**src/rtl/call_frame_stack_pkg.sv**
```systemverilog
// Shared types for the call-frame stack: value type codes, trap codes and the frame payload.
package call_frame_stack_pkg;

  localparam int unsigned ROM_ADDR    = 6;
  localparam int unsigned STACK_DEPTH = 7;
  localparam int unsigned BASE_W      = STACK_DEPTH + 1;

  typedef enum logic [1:0] {
    TYPE_I32 = 2'd0,
    TYPE_I64 = 2'd1,
    TYPE_F32 = 2'd2,
    TYPE_F64 = 2'd3
  } val_type_e;

  typedef enum logic [3:0] {
    TRAP_NONE           = 4'h0,
    TRAP_CALL_OVERFLOW  = 4'h5,
    TRAP_CALL_UNDERFLOW = 4'h6
  } trap_e;

  typedef struct packed {
    logic [ROM_ADDR-1:0] pc;
    logic [BASE_W-1:0]   base;
    logic                arity;
    val_type_e           vtype;
  } frame_t;

endpackage

```
**src/rtl/call_frame_stack_if.sv**
```systemverilog
// Call/return request and top-of-stack status bundle between the CPU core and the frame stack.
interface call_frame_stack_if
  import call_frame_stack_pkg::*;
#(
  parameter int unsigned CALL_DEPTH = 4
);

  logic                  push;
  logic                  pop;
  logic [ROM_ADDR-1:0]   push_pc;
  logic [BASE_W-1:0]     push_base;
  logic                  push_arity;
  logic [1:0]            push_type;
  logic [ROM_ADDR-1:0]   top_pc;
  logic [BASE_W-1:0]     top_base;
  logic                  top_arity;
  logic [1:0]            top_type;
  logic [CALL_DEPTH:0]   depth;
  logic                  empty;
  logic                  full;
  logic [3:0]            trap;

  modport master (
    output push, pop, push_pc, push_base, push_arity, push_type,
    input  top_pc, top_base, top_arity, top_type, depth, empty, full, trap
  );

  modport slave (
    input  push, pop, push_pc, push_base, push_arity, push_type,
    output top_pc, top_base, top_arity, top_type, depth, empty, full, trap
  );

endinterface

```
**src/rtl/call_frame_stack_frame_ram.sv**
```systemverilog
// Frame storage: synchronous write, asynchronous read, no reset.
module call_frame_stack_frame_ram
  import call_frame_stack_pkg::*;
#(
  parameter int unsigned IDX_W = 4
) (
  input  logic             clk,
  input  logic             wr_en,
  input  logic [IDX_W-1:0] wr_idx,
  input  frame_t           wr_data,
  input  logic [IDX_W-1:0] rd_idx,
  output frame_t           rd_data_c
);

  localparam int unsigned N_ENTRIES = 1 << IDX_W;

  frame_t mem [N_ENTRIES];

  always_ff @(posedge clk) begin
    if (wr_en) mem[wr_idx] <= wr_data;
  end

  assign rd_data_c = mem[rd_idx];

endmodule

```
**src/rtl/call_frame_stack.sv**
```systemverilog
// Hardware call-frame stack: push saves a frame on call, pop restores on return,
// push+pop replaces the top frame for tail calls. Overflow/underflow raise a sticky trap.
module call_frame_stack
  import call_frame_stack_pkg::*;
#(
  parameter int unsigned CALL_DEPTH = 4
) (
  input  logic                clk,
  input  logic                reset,
  call_frame_stack_if.slave   bus
);

  localparam int unsigned CNT_W     = CALL_DEPTH + 1;
  localparam int unsigned N_FRAMES  = 1 << CALL_DEPTH;
  localparam logic [CNT_W-1:0] FULL_CNT = CNT_W'(N_FRAMES);

  logic [CNT_W-1:0]      depth_q, depth_d;
  trap_e                 trap_q, trap_d;
  frame_t                top_q, top_d;
  logic                  empty_q, empty_d;
  logic                  full_q, full_d;
  logic                  wr_en;
  logic [CALL_DEPTH-1:0] wr_idx;
  logic [CALL_DEPTH-1:0] rd_idx;
  frame_t                rd_frame;
  frame_t                in_frame;

  assign in_frame = '{pc:    bus.push_pc,
                      base:  bus.push_base,
                      arity: bus.push_arity,
                      vtype: val_type_e'(bus.push_type)};

  // Frame just below the top, restored on a plain return.
  assign rd_idx = CALL_DEPTH'(depth_q - CNT_W'(2));

  call_frame_stack_frame_ram #(.IDX_W(CALL_DEPTH)) u_frame_ram (
    .clk       (clk),
    .wr_en     (wr_en),
    .wr_idx    (wr_idx),
    .wr_data   (in_frame),
    .rd_idx    (rd_idx),
    .rd_data_c (rd_frame)
  );

  // Next-state decode; a pending trap freezes everything until reset.
  always_comb begin
    wr_en   = 1'b0;
    wr_idx  = CALL_DEPTH'(depth_q);
    depth_d = depth_q;
    trap_d  = trap_q;
    top_d   = top_q;
    if (trap_q == TRAP_NONE) begin
      unique case ({bus.push, bus.pop})
        2'b10: begin
          if (full_q) begin
            trap_d = TRAP_CALL_OVERFLOW;
          end else begin
            wr_en   = 1'b1;
            depth_d = depth_q + CNT_W'(1);
            top_d   = in_frame;
          end
        end
        2'b01: begin
          if (empty_q) begin
            trap_d = TRAP_CALL_UNDERFLOW;
          end else if (depth_q == CNT_W'(1)) begin
            depth_d = '0;
            top_d   = '0;
          end else begin
            depth_d = depth_q - CNT_W'(1);
            top_d   = rd_frame;
          end
        end
        2'b11: begin
          if (empty_q) begin
            trap_d = TRAP_CALL_UNDERFLOW;
          end else begin
            wr_en  = 1'b1;
            wr_idx = CALL_DEPTH'(depth_q - CNT_W'(1));
            top_d  = in_frame;
          end
        end
        default: ;
      endcase
    end
    empty_d = (depth_d == '0);
    full_d  = (depth_d == FULL_CNT);
  end

  always_ff @(posedge clk or posedge reset) begin
    if (reset) begin
      depth_q <= '0;
      trap_q  <= TRAP_NONE;
      top_q   <= '0;
      empty_q <= 1'b1;
      full_q  <= 1'b0;
    end else begin
      depth_q <= depth_d;
      trap_q  <= trap_d;
      top_q   <= top_d;
      empty_q <= empty_d;
      full_q  <= full_d;
    end
  end

  assign bus.top_pc    = top_q.pc;
  assign bus.top_base  = top_q.base;
  assign bus.top_arity = top_q.arity;
  assign bus.top_type  = top_q.vtype;
  assign bus.depth     = depth_q;
  assign bus.empty     = empty_q;
  assign bus.full      = full_q;
  assign bus.trap      = trap_q;

endmodule

```
**src/flat_wrapper.sv**
```systemverilog
// flat-port wrapper written by rule: the top's interface ports become plain ports
module call_frame_stack_flat import call_frame_stack_pkg::*;
#(
  parameter int unsigned CALL_DEPTH = 4
)
  (clk, reset, bus_push, bus_pop, bus_push_pc, bus_push_base, bus_push_arity, bus_push_type, bus_top_pc, bus_top_base, bus_top_arity, bus_top_type, bus_depth, bus_empty, bus_full, bus_trap);
  call_frame_stack_if #(.CALL_DEPTH(CALL_DEPTH)) bus_i ();
  input  logic clk;
  input  logic reset;
  input wire logic [$bits(bus_i.push)-1:0] bus_push;
  input wire logic [$bits(bus_i.pop)-1:0] bus_pop;
  input wire logic [$bits(bus_i.push_pc)-1:0] bus_push_pc;
  input wire logic [$bits(bus_i.push_base)-1:0] bus_push_base;
  input wire logic [$bits(bus_i.push_arity)-1:0] bus_push_arity;
  input wire logic [$bits(bus_i.push_type)-1:0] bus_push_type;
  output wire logic [$bits(bus_i.top_pc)-1:0] bus_top_pc;
  output wire logic [$bits(bus_i.top_base)-1:0] bus_top_base;
  output wire logic [$bits(bus_i.top_arity)-1:0] bus_top_arity;
  output wire logic [$bits(bus_i.top_type)-1:0] bus_top_type;
  output wire logic [$bits(bus_i.depth)-1:0] bus_depth;
  output wire logic [$bits(bus_i.empty)-1:0] bus_empty;
  output wire logic [$bits(bus_i.full)-1:0] bus_full;
  output wire logic [$bits(bus_i.trap)-1:0] bus_trap;
  assign bus_i.push = bus_push;
  assign bus_i.pop = bus_pop;
  assign bus_i.push_pc = bus_push_pc;
  assign bus_i.push_base = bus_push_base;
  assign bus_i.push_arity = bus_push_arity;
  assign bus_i.push_type = bus_push_type;
  assign bus_top_pc = bus_i.top_pc;
  assign bus_top_base = bus_i.top_base;
  assign bus_top_arity = bus_i.top_arity;
  assign bus_top_type = bus_i.top_type;
  assign bus_depth = bus_i.depth;
  assign bus_empty = bus_i.empty;
  assign bus_full = bus_i.full;
  assign bus_trap = bus_i.trap;
  call_frame_stack #(.CALL_DEPTH(CALL_DEPTH)) u_core (.clk(clk), .reset(reset), .bus(bus_i));
endmodule
```
**config.mk**
```make
export PLATFORM = sky130hd
export DESIGN_NAME = call_frame_stack_flat
export DESIGN_NICKNAME = d
export VERILOG_FILES = /design/src/rtl/call_frame_stack_pkg.sv /design/src/rtl/call_frame_stack_if.sv /design/src/rtl/call_frame_stack_frame_ram.sv /design/src/rtl/call_frame_stack.sv /design/src/flat_wrapper.sv
export SDC_FILE = /design/constraint.sdc
export NUM_CORES = 1
export LEC_CHECK = 0
export CAP_MARGIN = 15
export CORE_UTILIZATION = 37
export DETAILED_ROUTE_END_ITERATION = 7
export PLACE_DENSITY = 0.63
export SYNTH_ARGS = -nofsm -noshare
export SYNTH_HDL_FRONTEND = slang
export SYNTH_HIERARCHICAL = 1
export SYNTH_SLANG_ARGS = --single-unit
```
**constraint.sdc**
```tcl
create_clock -name clk -period 9.91 [get_ports clk]
set_input_delay 1.4865 -clock clk [delete_from_list [all_inputs] [get_ports clk]]
set_output_delay 1.4865 -clock clk [all_outputs]
set_load 0.005 [all_outputs]
```
# Word-level counts from Yosys, hierarchy flattened
# Memories as Yosys holds them, arrays and structs flattened.
# Index checks and enable logic that the tools add are counted.
[totals]
regBits = 28
latch_bits = 0
mem_bits_rw = 272
romBits = 0
inputBits = 21
out_inout_bits = 28
elab_cells = 51
memories = 1
[memory_table]
columns = ["memory", "depth", "word_bits", "read_ports", "rd_ports_with_merged_regs", "write_ports", "line_no", "source"]
rows = [
  ["u_core.u_frame_ram.mem", 16, 17, 1, 0, 1, "call_frame_stack_frame_ram.sv:17", "frame_t mem [N_ENTRIES];"],
]
[op_classes]
n_addsub = 3
n_mul = 0
div_mod_pow = 0
magnitude_cmp = 0
eq_ne = 10
shifts = 0
muxes = 22
bitwise = 0
n_reduce_logical = 7
[ops]
columns = ["op", "n"]
rows = [
  ["$mux 17", 4],
  ["$pmux 17 s3", 1],
  ["$mux 4", 5],
  ["$mux 5", 4],
  ["$pmux 5 s2", 1],
  ["$pmux 4 s2", 1],
  ["$ne 2x2->1 const B", 3],
  ["$add 5x1->5 const B", 1],
  ["$eq 5x1->1 const B", 1],
  ["$eq 5x5->1 const B", 1],
  ["$logic_not 5->1", 1],
  ["$mux 1", 5],
  ["$reduce_and 5->1", 1],
  ["$sub 5x1->5 const B", 1],
  ["$eq 2x2->1 const B", 2],
  ["$logic_not 4->1", 1],
  ["$ne 2x1->1 const B", 2],
  ["$reduce_and 4->1", 1],
  ["$sub 4x2->4 const B", 1],
  ["$reduce_bool 3->1", 1],
  ["$eq 2x1->1 const B", 1],
  ["$pmux 1 s2", 1],
  ["$reduce_bool 2->1", 1],
  ["$reduce_or 2->1", 1],
]

# Logic depth before layout (Yosys ltp)
[depth]
word_depth = 6
depth_mapped = 10
depth_no_buf = 8

# Cells and area by module
# Netlist, hierarchy kept.
[by_module_without_submodules]
columns = ["module", "n_inst", "cells_per_inst", "area_per_inst_um2", "seq_area_each_um2"]
rows = [
  ["call_frame_stack_frame_ram", 1, 441, 10297.4, 8167.8],
  ["call_frame_stack", 1, 171, 1642.8, 676.9],
]

# Worst setup path after synthesis
# OpenSTA, ideal clock, no wires.
[synth_timing]
path_kind = "input -> register"
from = "in bus_pop"
to = "mem u_core/u_frame_ram/mem[0][0] (netlist name) (enable)"
setup_ns = 0.412
arrival_time_ns = 4.080
required_ns = 9.498
slack_ns = 5.418
path_stages = 7
n_path_buf = 1
path_cell_list = "inv_1 > ha_1 > clkbuf_1 > nand2b_1 > a21boi_0 > or3b_2 > nor3_1"
[synth_between]
elab_chain_cells = 5
elab_cells_between_ends = 8
cone_classes = "2 x eq/ne; 6 x mux"
[synth_rtl]
columns = ["element", "line_no", "source"]
rows = [
  ["start, declared", "flat_wrapper.sv:11", "input wire logic [$bits(bus_i.pop)-1:0] bus_pop;"],
  ["$eq 2x2->1", "call_frame_stack.sv:53", "unique case ({bus.push, bus.pop})"],
  ["$pmux 1 s2 *", "call_frame_stack.sv:53", ""],
  ["$mux 1 *", "call_frame_stack.sv:52", "if (trap_q == TRAP_NONE) begin"],
  ["via u_core.wr_en", "call_frame_stack.sv:22", "logic wr_en;"],
  ["$mux 1 *", "call_frame_stack_frame_ram.sv:20", "if (wr_en) mem[wr_idx] <= wr_data;"],
  ["$mux 1 (implied by the code) *", "call_frame_stack_frame_ram.sv:20", ""],
  ["end, declared", "call_frame_stack_frame_ram.sv:17", ""],
]
# Mark *: on every way through the listed nets, which the timed path passes. The rest lies on a longest branch.

# Worst setup path after layout
[layout_timing]
from = "in bus_pop"
to = "mem u_core/u_frame_ram/mem[3][10] (netlist name) (enable)"
# The elaborated chain is that of the path after synthesis.

==> results.txt <==
Combinational Power Share -> 24.4%
Drt drc -> 0
Clk pin slew, worst setup/hold paths -> 0.06 ns
Critical Path AT -> 4.61 ns
Post-CTS Setup Bufs -> 0
Switching Share -> 28.93%
CTS Buf Count -> 29
WP data required -> 10.09 ns
WP depth -> 7
Nets@finish -> 701
Top Ports -> 49
Status -> finished, final reports clean
Pwr per Cell Area -> 242.8 nW/um2
Mean Syn Cell Area -> 19.51 um2
Sum Neg Setup Slack -> 0 ns
Cell total after placement -> 1040
Most common cell after layout, fill and taps aside -> edfxtp_1
Design Power -> 3338 uW
Hold Path Class -> register to register
P&R area growth vs syn -> 15.15%
Reg2reg start -> u_core/bus.depth[1]
Setup crit end kind -> register
Unrepaired setup endpoints after global routing -> false
Yosys warns -> 6
Vias in the first global route -> 6262
Period Utilization, post-route -> 44.74%
Final Non-Filler Cells -> 1091
Slowest stage delay, CP -> 0.77 ns
Clock buffer depth -> 3
H-tree depth -> 1
Clock Skew -> 0.02586 ns
Die X -> 181.6 um
Multi-input gate area -> 2870 um2
Critical Path Start Type -> input port
IO buf count -> 47
Post-Syn Area -> 11940 um2
Reg2reg end -> u_core/u_frame_ram/mem[10][4]
Worst path bufs/invs -> 2
Cell Chain, Critical Path -> clkdlybuf4s50_1, inv_1, ha_1, nand2b_1, a21boi_0, or3b_2, nor2_2
Num rows -> 65
FF+latch count, synth -> 299
Drt pass-1 iters -> 5
DR vias/cell -> 5.544
Final number of hold-violating endpoints -> 0
Worst relative slew slack -> 22.47%
Worst slew pin tran -> 1.162 ns
FFs w/ async S/R, synth -> 9.030%
Most frequent cells in the layout -> 272 x edfxtp_1, 65 x mux4_2, 47 x clkdlybuf4s50_1
DR vias -> 6049
Setup crit end -> u_core/u_frame_ram/mem[3][10]
Worst-Skew Late Latency -> 0.56 ns
Initial Util -> 37.74%
Hold-fix buffers at CTS -> 0
Grt total ovfl -> 0
Post_cts resized -> 0
Number of enable flip-flop cells after synthesis -> 272
Setup violations, final -> 0
CORE AREA -> 31640 um2
CTS tree -> done
Clock Sinks -> 299
Max-slew violations -> 0
Root buf cell -> clkbuf_16
Sequential area share after synthesis -> 74.08%
Synthesized Nets -> 643
N_diodes -> 0
Reg area -> 8848 um2
LEAKAGE -> 0.004460 uW
Initial antenna violation count -> 0
Crit Path Category -> input port to register
Largest net degree at the start of global routing -> 74
VDD IR-drop max -> 0.0001351 V
Avg WL per Cell -> 24.02 um
Setup crit start -> bus_pop
R2R Setup Slk -> 5.82 ns
DRT Wirelength -> 26210 um
Power Internal -> 2372 uW
Filler cells -> 2669
Clk pwr share -> 29.9%
First-pass GRT wire length -> 39480 um
Synth cell types -> 56
Post-route ant nets -> 0
Starting DRT DRC Count -> 565
Max-cap viol count -> 0
CP max stage cell -> nor2_2
Gr usage total -> 16.26%
Top cell family by delay on the critical path -> simple AND/OR/NAND/NOR gates
Crit Path Max Fanout -> 17
Most used DFF post-synth -> edfxtp_1
Fmax -> 225.6 MHz
P_sw -> 965.8 uW
Ratio of cells with drive above 1 in the final layout -> 20.61%
Min Tclk post-route -> 4.434 ns
Total Die Area -> 32990 um2
R2R cell count -> 8
RePlAce Congestion -> 0.8818
Cells after synthesis -> 612
Flop pwr share -> 45.7%
Die height -> 181.6 um
DP Wirelength -> 16540 um
[worst min path at each step]
stage | cells past startpoint | end | from | slack [ns]
floorplan | 2 | u_core/bus.top_base[3] | u_core/bus.top_base[3] | 0.47
global placement | 2 | u_core/bus.top_base[5] | u_core/bus.top_base[5] | 0.48
detailed placement | 2 | u_core/bus.top_base[3] | u_core/bus.top_base[3] | 0.48
CTS | 2 | u_core/bus.top_base[3] | u_core/bus.top_base[3] | 0.49
global route | 2 | u_core/bus.top_base[3] | u_core/bus.top_base[3] | 0.51
finish | 2 | u_core/bus.top_base[3] | u_core/bus.top_base[3] | 0.49
[kinds of logic after synthesis]
logic type / count (synthesis) / synth area share, %
AOI/OAI and AO/OA: 91 / 5.533
xor gates and xnor gates: 4 / 0.2935
adders and majority gates: 10 / 1.048
buffers and inverters: 56 / 2.305
DFF: 299 / 74.08
muxes: 69 / 13.00
other: 1 / 0.03141
and+or+nand+nor: 82 / 3.710
[synth_stat cells, drive strengths merged, types with 3 or more instances]
library cell,n,area (um2)
xnor2,3,26.28
nor3,5,30.03
o21ai,7,35.03
a22oi,39,292.8
buf,17,127.6
nand2,30,112.6
edfxtp,272,8168
mux4,68,1543
dfrtp,26,650.6
nor2,18,67.56
clkbuf,16,61.30
ha,10,125.1
inv,23,86.33
nand3b,5,37.54
nand3,3,15.01
a21oi,16,80.08
nand2b,6,37.54
a221oi,13,120.1
[power groups by stage]
stage	Sequential [uW]	Clock [uW]	Combinational [uW]
6_report	1520	998	816
5_1_grt	1540	1070	876
4_1_cts	1530	1020	806
3_5_place_dp	1550	0	805
3_3_place_gp	1550	0	794
2_1_floorplan	1500	0	547
[per-layer routing]
| metal | share of wire (%) | up-vias | global-route usage [%] | wire length [um] |
|---|---|---|---|---|
| met5 | 0 | - | 0 | 0 |
| met4 | 1.9 | 0 | 4.271 | 501 |
| met3 | 7.7 | 37 | 3.149 | 2006 |
| met2 | 50 | 252 | 27.52 | 13060 |
| met1 | 41 | 3137 | 21.52 | 10630 |
| li1 | - | 2623 | - | - |
[worst register-to-register path: cells and delay by family, from the launching register on]
family | cells | cell delay (ns)
fa+ha+maj | 1 | 0.35
buf+inv | 2 | 0.86
xor+xnor | 1 | 0.43
simple gates | 4 | 1.61
flops | 1 | 0.44
[stage by stage]
stage | worst slack (ns) | cell area [um2] | hold slack [ns] | util (%)
floorplan | 5.418 | 11940 | 0.4733 | -
global placement | 5.116 | 12870 | 0.4821 | 40.68
detailed placement | 5.001 | 12870 | 0.4761 | 40.68
CTS | 5.562 | 13720 | 0.4903 | 43.37
global route | 5.282 | 13750 | 0.5137 | 43.46
finish | 5.476 | 13750 | 0.4867 | 43.46
[sequential cells by signal, indices dropped and copies added, names as in the netlist]
register / cells
u_core/bus.trap: 3
u_core/bus.depth: 5
u_core/bus.top_arity: 1
u_core/bus.top_type: 2
u_core/bus.top_pc: 6
u_core/bus.top_base: 8
u_core/bus.empty: 1
u_core/bus.full: 1
u_core/u_frame_ram/mem: 272
[final cells by class]
type / instances / share of cell area [%]
clock buffer: 37 / 5.496
clock inverter: 13 / 0.7098
inverter: 23 / 0.6279
multi-input combinational: 257 / 20.88
sequential: 299 / 64.36
tap: 402 / 3.658
timing repair buffer: 60 / 4.277
Power figures use the tool's default switching activity.
